--- src/rtl/mem_arb_pkg.sv ---
// Shared types and constants for the Avalon memory arbiter.
package mem_arb_pkg;

  typedef enum logic [2:0] {
    IDLE,
    IBUS,
    DRD,
    DWR,
    RESP
  } arb_state_t;

  localparam logic [31:0] ABORT_DATA = 32'hDEAD_BEEF;

endpackage

--- src/rtl/bus_timeout.sv ---
// Stall counter for one bus transaction; expired means the next stall cycle
// is the TIMEOUT-th one, so the arbiter aborts on that edge.
module bus_timeout #(
  parameter int TIMEOUT = 255
) (
  input  logic clk,
  input  logic rst,
  input  logic clr,
  input  logic inc,
  output logic expired
);

  localparam int CW = $clog2(TIMEOUT + 1);

  logic [CW-1:0] count;

  always_ff @(posedge clk or posedge rst) begin
    if (rst) begin
      count <= '0;
    end else if (clr) begin
      count <= '0;
    end else if (inc && !expired) begin
      count <= count + CW'(1);
    end
  end

  assign expired = (count == CW'(TIMEOUT - 1));

endmodule

--- src/rtl/avalon_mem_arbiter.sv ---
// Shares one Avalon-MM master between the fetch and data requesters, one
// transaction at a time, with a registered one-cycle done pulse per requester.
module avalon_mem_arbiter
  import mem_arb_pkg::*;
#(
  parameter int TIMEOUT    = 255,
  parameter int MAX_STREAK = 4
) (
  input  logic        CLK,
  input  logic        RST,
  input  logic        i_req,
  input  logic [31:0] i_addr,
  output logic [31:0] i_rdata,
  output logic        i_done,
  input  logic        d_rreq,
  input  logic        d_wreq,
  input  logic [31:0] d_addr,
  input  logic [31:0] d_wdata,
  input  logic [3:0]  d_be,
  output logic [31:0] d_rdata,
  output logic        d_done,
  output logic [31:0] avm_address,
  output logic        avm_read,
  output logic        avm_write,
  output logic [31:0] avm_writedata,
  output logic [3:0]  avm_byteenable,
  input  logic [31:0] avm_readdata,
  input  logic        avm_waitrequest,
  output logic        err,
  input  logic        err_clr,
  output arb_state_t  dbg_state
);

  localparam int SW = $clog2(MAX_STREAK + 1);

  // Handshake: requesters hold a level request until they see their done
  // pulse; the bus command is held stable until a cycle with waitrequest low.

  arb_state_t    state, state_n;
  logic [SW-1:0] streak, streak_n;
  logic          grant_i, grant_rd, grant_wr, finish, abort;
  logic          fetch_turn, bus_state, tmo_expired;

  always_comb begin
    state_n    = state;
    grant_i    = 1'b0;
    grant_rd   = 1'b0;
    grant_wr   = 1'b0;
    finish     = 1'b0;
    abort      = 1'b0;
    bus_state  = 1'b0;
    // Fetch only overtakes pending data once data has had MAX_STREAK turns.
    fetch_turn = i_req && (!(d_rreq || d_wreq) || streak == SW'(MAX_STREAK));
    case (state)
      IDLE: begin
        if (fetch_turn) begin
          grant_i = 1'b1;
          state_n = IBUS;
        end else if (d_wreq) begin
          grant_wr = 1'b1;
          state_n  = DWR;
        end else if (d_rreq) begin
          grant_rd = 1'b1;
          state_n  = DRD;
        end
      end
      IBUS, DRD, DWR: begin
        bus_state = 1'b1;
        if (!avm_waitrequest) begin
          finish  = 1'b1;
          state_n = RESP;
        end else if (tmo_expired) begin
          abort   = 1'b1;
          state_n = RESP;
        end
      end
      RESP:    state_n = IDLE;
      default: state_n = IDLE;
    endcase
  end

  always_comb begin
    streak_n = '0;
    if (i_req) begin
      streak_n = (streak == SW'(MAX_STREAK)) ? streak : streak + SW'(1);
    end
  end

  bus_timeout #(.TIMEOUT(TIMEOUT)) u_timeout (
    .clk     (CLK),
    .rst     (RST),
    .clr     (grant_i || grant_rd || grant_wr),
    .inc     (bus_state && avm_waitrequest),
    .expired (tmo_expired)
  );

  always_ff @(posedge CLK or posedge RST) begin
    if (RST) begin
      state <= IDLE;
    end else begin
      state <= state_n;
    end
  end

  always_ff @(posedge CLK or posedge RST) begin
    if (RST) begin
      streak         <= '0;
      i_rdata        <= '0;
      i_done         <= 1'b0;
      d_rdata        <= '0;
      d_done         <= 1'b0;
      avm_address    <= '0;
      avm_read       <= 1'b0;
      avm_write      <= 1'b0;
      avm_writedata  <= '0;
      avm_byteenable <= 4'hF;
      err            <= 1'b0;
    end else begin
      i_done <= 1'b0;
      d_done <= 1'b0;
      if (grant_i) begin
        avm_address    <= i_addr;
        avm_read       <= 1'b1;
        avm_byteenable <= 4'hF;
        streak         <= '0;
      end
      if (grant_rd) begin
        avm_address    <= d_addr;
        avm_read       <= 1'b1;
        avm_byteenable <= 4'hF;
        streak         <= streak_n;
      end
      if (grant_wr) begin
        avm_address    <= d_addr;
        avm_write      <= 1'b1;
        avm_writedata  <= d_wdata;
        avm_byteenable <= d_be;
        streak         <= streak_n;
      end
      if (finish || abort) begin
        avm_read  <= 1'b0;
        avm_write <= 1'b0;
        if (state == IBUS) begin
          i_done  <= 1'b1;
          i_rdata <= abort ? ABORT_DATA : avm_readdata;
        end else begin
          d_done <= 1'b1;
          if (abort) begin
            d_rdata <= ABORT_DATA;
          end else if (state == DRD) begin
            d_rdata <= avm_readdata;
          end
        end
      end
      if (abort) begin
        err <= 1'b1;
      end else if (err_clr) begin
        err <= 1'b0;
      end
    end
  end

  assign dbg_state = state;

endmodule

--- config.mk ---
export PLATFORM = sky130hd
export DESIGN_NAME = avalon_mem_arbiter
export DESIGN_NICKNAME = d
export VERILOG_FILES = /design/src/rtl/mem_arb_pkg.sv /design/src/rtl/bus_timeout.sv /design/src/rtl/avalon_mem_arbiter.sv
export SDC_FILE = /design/constraint.sdc
export NUM_CORES = 1
export LEC_CHECK = 0
export BUFFER_PORTS_ARGS = -buffer_cell sky130_fd_sc_hd__buf_2
export CORE_UTILIZATION = 47
export CTS_CLUSTER_DIAMETER = 80
export DETAILED_ROUTE_END_ITERATION = 8
export PLACE_DENSITY_LB_ADDON = 0.08
export SYNTH_ARGS = -nofsm -noshare
export SYNTH_HDL_FRONTEND = slang
export SYNTH_SLANG_ARGS = --single-unit
--- constraint.sdc ---
create_clock -name CLK -period 6.2 [get_ports CLK]
set_input_delay 1.24 -clock CLK [delete_from_list [all_inputs] [get_ports CLK]]
set_output_delay 1.24 -clock CLK [all_outputs]
set_load 0.1 [all_outputs]
Yosys cells after proc, flatten, opt, wreduce, memory -nomap -nowiden:

Index checks and enable logic that the tools add are counted.

* bits in registers: 151
* latch bits: 0
* memory bits (writable): 0
* ROM bits: 0
* input port bits: 139
* output and inout bits: 140
* logic and storage cells: 92
* memories kept: 0

* $add $sub $neg: 2
* multiply operators: 0
* divide/modulo/power cells: 0
* order comparisons: 0
* equal/unequal tests: 7
* shift-type cells: 0
* muxes and demuxes: 48
* bitwise gates (word level): 1
* reduce and logical (&&, ||, !) cells: 21

Operators with widths (number)
* $mux 32: 6
* $mux 3: 10
* $mux 1: 26
* $mux 8: 2
* $mux 4: 3
* $add 8x1->8 const B: 1
* $eq 8x8->1 const B: 1
* $reduce_bool 2->1: 4
* $eq 3x2->1 const B: 2
* $pmux 3 s2: 1
* $reduce_bool 3->1: 2
* $logic_or 1x1->1: 5
* $ne 4x4->1 const B: 1
* $reduce_and 2->1: 2
* $add 3x1->3 const B: 1
* $eq 3x1->1 const B: 1
* $eq 3x3->1 const B: 1
* $logic_and 1x1->1: 3
* $logic_not 3->1: 1
* $ne 3x2->1 const B: 1
* $reduce_and 3->1: 1
* $reduce_or 3->1: 1
* $logic_not 1->1: 2
* $not 1->1: 1

Logic depth before layout (Yosys ltp):

Gate-level depths: netlist (run 1).

* word-level depth: 9
* mapped depth: 8
* gate-level depth less buffers: 7

Cells and area by module:

A second synthesis (run 1) with hierarchy kept.

* cells, all modules: 603
* area total of the unflattened synthesis: 6183.4 um^2

Modules (own cells, without submodules)
* avalon_mem_arbiter: instances 1, cells an instance 551, area each 5694.2 um^2, seq. area each 3583.4 um^2
* bus_timeout: instances 1, cells an instance 52, area each 489.2 um^2, seq. area each 200.2 um^2

Least setup slack after synthesis (run 1):

OpenSTA, ideal clock, no wires.

* kind: input to register
* start point: input d_wreq
* end point: register avm_writedata[10]
* setup time: 0.126 ns
* arrival time: 2.388 ns
* data required time: 6.074 ns
* path slack: 3.687 ns
* stages: 5
* buffers on the path: 1
* cell sequence: nor2_1 -> o21ai_0 -> nand3_2 -> buf_6 -> mux2_2

* longest elaborated chain between the ends: 6
* elaborated cells on any way between the ends: 7

Ends and longest elaborated chain
* start, declared: line avalon_mem_arbiter.sv:16 `input logic d_wreq,`
* $logic_or 1x1->1: line avalon_mem_arbiter.sv:53 `fetch_turn = i_req && (!(d_rreq || d_wreq) || streak == SW'(MAX_STREAK));`
* $logic_not 1->1: line avalon_mem_arbiter.sv:53
* $logic_or 1x1->1: line avalon_mem_arbiter.sv:53
* $logic_and 1x1->1: line avalon_mem_arbiter.sv:53
* $mux 1 (*): line avalon_mem_arbiter.sv:56 `if (fetch_turn) begin`
* $mux 1 (*): line avalon_mem_arbiter.sv:54 `case (state)`
* end signal, assigned: line avalon_mem_arbiter.sv:136 `avm_writedata <= d_wdata;`
* end, declared: line avalon_mem_arbiter.sv:25 `output logic [31:0] avm_writedata,`

Mark *: on every way between the ends. The rest lies on a longest branch, timed or not.
A chain may end at the register's enable or synchronous reset.

Worst setup path after layout (run 1):

* start point: input d_wreq
* end point: register avm_writedata[22]

Same word-level chain as after synthesis.

==> reports/metrics.cfg, run 1 <==
[run_status]
run_status = complete, no violations

[floorplan]
die_area_um2 = 13600
rows = 41
start_util = 0.485
core_um2 = 12700
die_h_um = 117
io_pins = 279
die_x_um = 117

[cts]
clk_pin_slew_ns = 0.06
hold_buffers = 0
clock_latency_ns = 0.42
cts_tree = yes
cts.sinks = 151
cts_setup_buffers = 0
cts-htree-levels = 4
numCtsBuffers = 17
cts.root.buffer_cell = clkbuf_16
cts_buffer_depth = 2
post_cts_resize_count = 0

[sta]
setup_tns_ns = 0
final.period_utilization = 0.455
worst_pin_slew_ns = 1.07
holdWs_ns = 0.483
max_slew_margin = 0.278
maxSlewViolCount = 0
setup-violations-final = 0
grt_setup_unrepaired = false
fin_skew_ns = 0.00714
hold_viol = 0
min_period_ns = 2.82
fmax_mhz = 354

[global_routing]
grt_usage = 0.235
gr-total-overflow = 0
grt_pass1_vias = 4651
antenna_found_initial = 0
grt_max_degree = 87
grt_pass1_wl_um = 24000

[route]
wl_um = 16100
ant_nets = 0
vias = 5019
drc_errors = 0
wire_per_inst_um = 16.8
drt_iter0_drc = 319
dr.pass1.iters = 4
viasPerCell = 5.23

[logic_synthesis]
yosysTopAreaCellShare = 0.596
synth_area_leaders = dfrtp_1, o22a_1, mux2_2
synthAdderAreaFrac = 0.00811
yosys.area_share.simple = 0.0789
synth_top_family_by_area = compound AO/OA/AOI/OAI gates
synth_edf_count = 0
synth_nets = 645
postSynthAreaPerCell_um2 = 12.3
ys.warnings.count = 0
synth_mux_area_frac = 0.0600
syn_area_um2 = 6170
yosys.cell_types.count = 46
async_reset_ff_frac = 1.00
synth_compound_area_frac = 0.203
ys_ff_latch = 151
synth_xor_area_frac = 0.00142
syn_inst = 502
yosys_most_used_dff = dfrtp_1
yosys.area.top_type = dfrtp_1
synth-seq-area-share = 0.613

[worst_setup_path]
crit_fanout = 37
crit_chain = buf_2, nor2_1, o21ai_0, nand3_2, mux2_2
required_ns = 6.49
critPathLaunchType = input pin
critical_path.max_stage_delay_ns = 0.77
critPathTopFamily = simple AND/OR/NAND/NOR gates
critPathBufInv = 1
cp_slowest_cell = nand3_2
worstPathArrival_ns = 3.11
end_kind = flip-flop
critical_path_class = in -> reg

[placed_design]
gp_congestion = 0.787
place_area_um2 = 7630
hpwl_um = 11500
port_buffers = 278

[finish]
fin_area_um2 = 8270
layout_commonest_cell = buf_2
area_delta_synth_final_pct = 34.0
fill_cells = 1006
diodes = 0
final_cell_mix = buf_2, dfrtp_1, o22a_1
nets = 917
drive_gt1_frac = 0.493

[min_path]
hp-class = reg -> reg

[flow_run]
drv_cap = 0

## final cells by class
class	instances	area (um^2)	share of cell area
flip-flops and latches	151	3780	0.458
multi-input cells	312	2170	0.263
repair buffers	282	1420	0.172
clock buffers	24	492	0.0595
well taps	172	215	0.0260
clock inverters	8	143	0.0173
inverters	10	42.5	0.00515
## logic make-up after synthesis
logic type / Yosys count
buf+inv: 39
simple gates: 108
xor+xnor: 1
mux: 33
fa+ha+maj: 4
compound gates: 166
flops: 151
## metrics by stage
| stage | utilization | worst slack (ns) | cells |
|---|---|---|---|
| 2_1_floorplan | - | 0.902 | 502 |
| 3_3_place_gp | 0.600 | 3.03 | 927 |
| 3_5_place_dp | 0.600 | 2.96 | 927 |
| 4_1_cts | 0.650 | 3.38 | 959 |
| 5_1_grt | 0.650 | 3.22 | 959 |
| 6_report | 0.650 | 3.38 | 959 |
## routing by layer
| layer | up-vias | part of all wire | GRT usage |
|---|---|---|---|
| met5 | - | 0 | 0 |
| met3 | 21 | 0.076 | 0.0618 |
| met2 | 191 | 0.50 | 0.383 |
| li1 | 2345 | - | - |
| met4 | 0 | 0.017 | 0.0970 |
| met1 | 2462 | 0.41 | 0.300 |
## worst paths after layout
path	start	end	slack, ns	cells past startpoint
worst min register to register	d_rdata[2]	d_rdata[2]	0.48	1
min in group asynchronous	RST	avm_writedata[18]	0.95	2
worst min-delay path	d_rdata[2]	d_rdata[2]	0.48	1
worst max-delay path	d_wreq	avm_writedata[22]	3.38	5
worst max register to register	streak[0]	avm_writedata[22]	3.59	6
max in group asynchronous	RST	avm_writedata[8]	3.88	3
## synthesized netlist by cell type, types with 3 or more instances
cell	count
a21oi_1	45
a21oi_2	27
a22o_1	16
buf_2	8
buf_4	3
buf_6	7
clkbuf_1	9
dfrtp_1	147
dfstp_2	4
ha_1	4
inv_1	9
mux2_2	32
nand2_1	40
nand3_1	6
nand3_2	3
nor2_1	41
o21a_1	3
o21ai_0	7
o22a_1	52
or2_2	3
or3_1	3
## worst register-to-register path, delay by kind of cell, from the launching register on
kind / cells / cell delay [ns]
flops: 1 / 0.35
buf+inv: 1 / 0.07
fa+ha+maj: 1 / 0.20
mux: 1 / 0.60
simple gates: 2 / 0.99
compound gates: 1 / 0.27
## sequential cells by signal, summed over array words and instances, names as in the netlist, 3 cells and up
name             count
streak               3
i_rdata             32
avm_writedata       32
u_timeout.count      8
avm_byteenable       4
d_rdata             32
avm_address         32
dbg_state            3
Power of run 1 is left out: the tool's default activity adds up to more than one toggle a clock period on the data nets, which glitch-free logic cannot reach.
==> run 2: changes to the inputs <==
- ABC_AREA: not set -> 1
- CORE_UTILIZATION: 47 -> 49
- clock period: 6.2 -> 2.6 ns (I/O delays scaled with it)
==> run 2 against run 1 <==
  * Flip-flop and latch count did not move
  * Synthesized cell count up 83%
  * Register-to-register slack got worse by 3.0 ns
==> reports/metrics.cfg, run 2 <==
[flow_run]
drv_cap = 0

[sta]
worst_pin_slew_ns = 0.821
setup-violations-final = 0
min_period_ns = 2.05
grt_setup_unrepaired = false
max_slew_margin = 0.452
final.period_utilization = 0.790
holdWs_ns = 0.291
hold_viol = 0
setup_ws_ns = 0.545
maxSlewViolCount = 0
setup_tns_ns = 0
fmax_mhz = 487
fin_skew_ns = 0.00531

[logic_synthesis]
synth-seq-area-share = 0.522
yosysTopAreaCellShare = 0.508
syn_area_um2 = 7240
ys_top_cells_by_count = nand2_1, dfrtp_1, inv_1
synth_edf_count = 0
ys.warnings.count = 0
postSynthAreaPerCell_um2 = 7.90
yosys.area.top_type = dfrtp_1
yosys.cell_types.count = 29
synth.most_common_cell = nand2_1
synth_area_leaders = dfrtp_1, nand2_1, inv_1
yosys_most_used_dff = dfrtp_1
synth_nets = 1060
async_reset_ff_frac = 1.00
syn_inst = 917
ys_ff_latch = 151

[cts]
cts.sinks = 151
hold_buffers = 0
numCtsBuffers = 17
cts-htree-levels = 4
clk_pin_slew_ns = 0.06
cts_tree = yes
cts_setup_buffers = 0
cts_buffer_depth = 2
clock_latency_ns = 0.42
post_cts_resize_count = 0
cts.root.buffer_cell = clkbuf_16

[floorplan]
die_area_um2 = 15300
die_h_um = 124
start_util = 0.500
die_x_um = 124
rows = 44
io_pins = 279
core_um2 = 14500

[worst_setup_path]
crit_fanout = 31
end_kind = flip-flop
critPathLaunchType = flip-flop
critical_path.max_stage_delay_ns = 0.39
worstPathArrival_ns = 2.41
cp_slowest_cell = buf_4
critPathTopFamily = simple AND/OR/NAND/NOR gates
r2r-start = streak[0]
critical_path_class = reg -> reg
critPathBufInv = 2
crit_chain = inv_1, ha_1, nand2_1, nand2_2, nand2_4, nand2_1, nand2_2, nand2_2, buf_4, nand3_1, nand2_1
required_ns = 2.96
crit_path_start = streak[0]

[route]
drt_iter0_drc = 478
viasPerCell = 4.86
wire_per_inst_um = 13.7
drc_errors = 0
ant_nets = 0
dr.pass1.iters = 5
vias = 6686
wl_um = 18900

[finish]
layout_commonest_cell = nand2_1
final_cell_mix = nand2_1, buf_2, dfrtp_1
drive_gt1_frac = 0.315
fill_cells = 1305
diodes = 0
area_delta_synth_final_pct = 27.7
nets = 1323

[global_routing]
grt_max_degree = 152
top_usage_layer = met2
grt_usage = 0.255
gr-total-overflow = 0
antenna_found_initial = 0
grtUsageMet2 = 0.411
grt_pass1_wl_um = 30200
grt_pass1_vias = 6240
grtUsageMet3 = 0.0472
use_met1 = 0.345

[placed_design]
port_buffers = 278
gp_congestion = 0.827
dpl_worst_slack_ns = 0.539
hpwl_um = 13100

[min_path]
hp-class = in -> async

[run_status]
run_status = complete, no violations

-- run 2: cell types whose count changed after synthesis, moves of 12 or more --
cell and change:
nor2_1 -12, a21oi_1 -43, a21oi_2 -27, o22a_1 -52
inv_1 +108, nand2_1 +319, a22o_1 -16, o21ai_0 +30
mux2_2 -32, o21ai_1 +32, nand3_1 +39, nand4_1 +32
nand2_2 +26
-- run 2: tightest hold or removal path: cells and delay by family --
kind / cells / cell delay [ns]
buffers and inverters: 3 / 0.70
-- run 2: final cells by class --
class | instances | area (um^2) | share of cell area
timing repair buffer | 291 | 1500 | 0.162
clock buffer | 19 | 443 | 0.0479
clock inverter | 13 | 108 | 0.0116
tap | 184 | 230 | 0.0249
inverter | 125 | 478 | 0.0517
multi-input combinational | 594 | 2710 | 0.292
sequential | 151 | 3780 | 0.409
-- run 2: final timing paths --
kind                            cells past startpoint  slack (ns)                to
worst max register to register                     11        0.55   avm_address[31]
min in group CLK                                    3        0.30  avm_writedata[2]
worst min register to register                      2        0.46       i_rdata[13]
worst max-delay path                               11        0.55   avm_address[31]
max in group asynchronous                           3        1.67   avm_address[23]
worst min-delay path                                3        0.29               err
-- run 2: cells by family after synthesis --
group | share of synthesized area
AOI/OAI and AO/OA | 0.0506
and+or+nand+nor | 0.312
xor gates and xnor gates | 0.00363
adders and majority gates | 0.00691
buffers and inverters | 0.104
DFF | 0.522
-- run 2: per-stage QoR --
step | std cells | utilization | instance area [um^2]
after global routing | 1377 | 0.639 | 9250
after CTS | 1377 | 0.639 | 9250
after global placement | 1345 | 0.601 | 8700
after floorplan | 917 | - | 7250
after detailed placement | 1345 | 0.601 | 8700
final | 1377 | 0.639 | 9250
-- run 2: layer usage --
layer,vias to the layer above,share of wire
met5,-,0
met4,0,0.019
met3,30,0.056
met2,230,0.48
met1,3085,0.45
li1,3341,-
Power of run 2 is left out for the same reason.
==> run 3: changes to the inputs <==
- CORE_UTILIZATION: 49 -> 45
- clock period: 2.6 -> 1.81 ns (I/O delays scaled with it)
==> run 3 against run 2 <==
  * Critical path depth did not move
  * Via count increased by 0.63%
  * Setup slack worse by 0.50 ns
  * Sequential share of layout area decreased by 1.7 points
==> reports/metrics.cfg, run 3 (synthesis gave the netlist of run 2 again) <==
[finish]
diodes = 0
final_cell_mix = nand2_1, buf_2, dfrtp_1
area_delta_synth_final_pct = 33.4
layout_commonest_cell = nand2_1
fill_cells = 1496
multi_input_area_um2 = 2750
fin_area_um2 = 9660
drive_gt1_frac = 0.333
nets = 1342
final-seq-area_um2 = 3780
final_util = 0.613

[sta]
final.period_utilization = 0.974
fin_skew_ns = 0.00942
maxSlewViolCount = 0
setup-violations-final = 0
grt_setup_unrepaired = true
setup_ws_ns = 0.0474
fmax_mhz = 567
max_slew_margin = 0.650
min_period_ns = 1.76
hold_viol = 0
worst_pin_slew_ns = 0.528

[min_path]
min_path_cells = 3
min_to = avm_writedata[12]
hp-class = in -> reg
hp-start = d_wdata[12]

[cts]
cts_tree = yes
clk_pin_slew_ns = 0.07
numCtsBuffers = 17
cts.root.buffer_cell = clkbuf_16
cts.sinks = 151
cts_buffer_depth = 2
cts-htree-levels = 4
clock_latency_ns = 0.43

[floorplan]
die_h_um = 129
core_um2 = 15800
rows = 46
io_pins = 279
die_x_um = 129
start_util = 0.459
die_area_um2 = 16600

[placed_design]
place_area_um2 = 8940
gp_congestion = 0.810
dpl_worst_slack_ns = 0.0385
hpwl_um = 13200
port_buffers = 278

[global_routing]
grt_pass1_wl_um = 31000
top_usage_layer = met2
use_met1 = 0.306
gr-total-overflow = 0
grtUsageMet3 = 0.0632
grtUsageMet2 = 0.403
grt_max_degree = 83
grt_usage = 0.240
antenna_found_initial = 0
grt_pass1_vias = 6294

[worst_setup_path]
cp_common_cell = nand2_4
crit_path_start = u_timeout.count[0]
end_kind = flip-flop
cp.depth = 11
reg2regPathDepth = 11
r2r_setup_slack_ns = 0.05
r2r-start = u_timeout.count[0]
critical_path_class = reg -> reg
reg2reg_to = d_rdata[11]
critPathBufInv = 2
critical_path.max_stage_delay_ns = 0.38
crit_fanout = 8
required_ns = 2.18
worstPathArrival_ns = 2.13
crit_chain = inv_2, ha_4, nand2_4, nor2_4, nand2_4, nand2_4, nand3_4, nor2_4, clkbuf_16, nand2_1, nand2_1
cp_slowest_cell = dfrtp_1
critPathLaunchType = flip-flop
critPathTopFamily = simple AND/OR/NAND/NOR gates

[flow_run]
drv_cap = 0

[route]
drc_errors = 0
drt_iter0_drc = 336
dr.pass1.iters = 7
viasPerCell = 4.71
ant_nets = 0
wire_per_inst_um = 13.7
vias = 6728
wl_um = 19600

[run_status]
run_status = complete, no violations

-- run 3: changes by cell type in the layout (fill, tap and decap cells not counted), moves of 2 or more --
cell | previous run | this run
inv_1 | 116 | 114
nand2_1 | 359 | 353
inv_4 | 2 | 4
clkbuf_16 | 17 | 20
buf_12 | 1 | 10
buf_4 | 12 | 15
nand2_4 | 4 | 6
inv_6 | 0 | 5
buf_6 | 0 | 2
nand2_2 | 26 | 30
clkinv_2 | 6 | 0
-- run 3: area by class of cell --
| cell class | count | area share |
|---|---|---|
| Timing Repair Buffer | 310 | 0.189 |
| Tap cell | 216 | 0.0280 |
| Inverter | 125 | 0.0500 |
| Clock inverter | 14 | 0.0123 |
| Multi-Input combinational cell | 594 | 0.285 |
| Sequential cell | 151 | 0.392 |
| Clock buffer | 18 | 0.0444 |
-- run 3: stage by stage --
stage | setup TNS (ns) | hold slack [ns] | std cells
2_1_floorplan | -88.85 | 0.471 | 917
3_3_place_gp | 0 | 0.336 | 1389
3_5_place_dp | 0 | 0.331 | 1389
4_1_cts | 0 | 0.112 | 1422
5_1_grt | -0.306 | 0.120 | 1428
6_report | 0 | 0.125 | 1428
-- run 3: worst max-delay path by stage --
stage | endpoint | slack [ns]
after global routing | d_rdata[7] | -0.03
after global placement | i_rdata[28] | 0.11
after detailed placement | i_rdata[5] | 0.04
final | d_rdata[11] | 0.05
after floorplan | avm_address[0] | -0.45
after CTS | i_rdata[22] | 0.02
-- run 3: what timing repair did --
item	CTS	global route
setup buffers	0	2
endpoints found under the hold margin	9	0
resized for setup	0	20
endpoints found under the setup margin	0	121
hold buffers	1	0
-- run 3: worst reg2reg max path, delay by kind of cell (launching register included) --
family / cells / cell delay (ns)
AND/OR/NAND/NOR: 8 / 0.87
buffers and inverters: 2 / 0.31
flip-flops: 1 / 0.38
adder cells (fa/ha/maj): 1 / 0.13
-- run 3: metal layers --
layer  wire [um]  part of all wire  up-vias
met5           0                 0        -
met2        9290              0.47      230
met1        8800              0.45     3100
li1            -                 -     3382
met3        1290             0.066       16
met4         231             0.012        0
Power of run 3 is left out for the same reason.
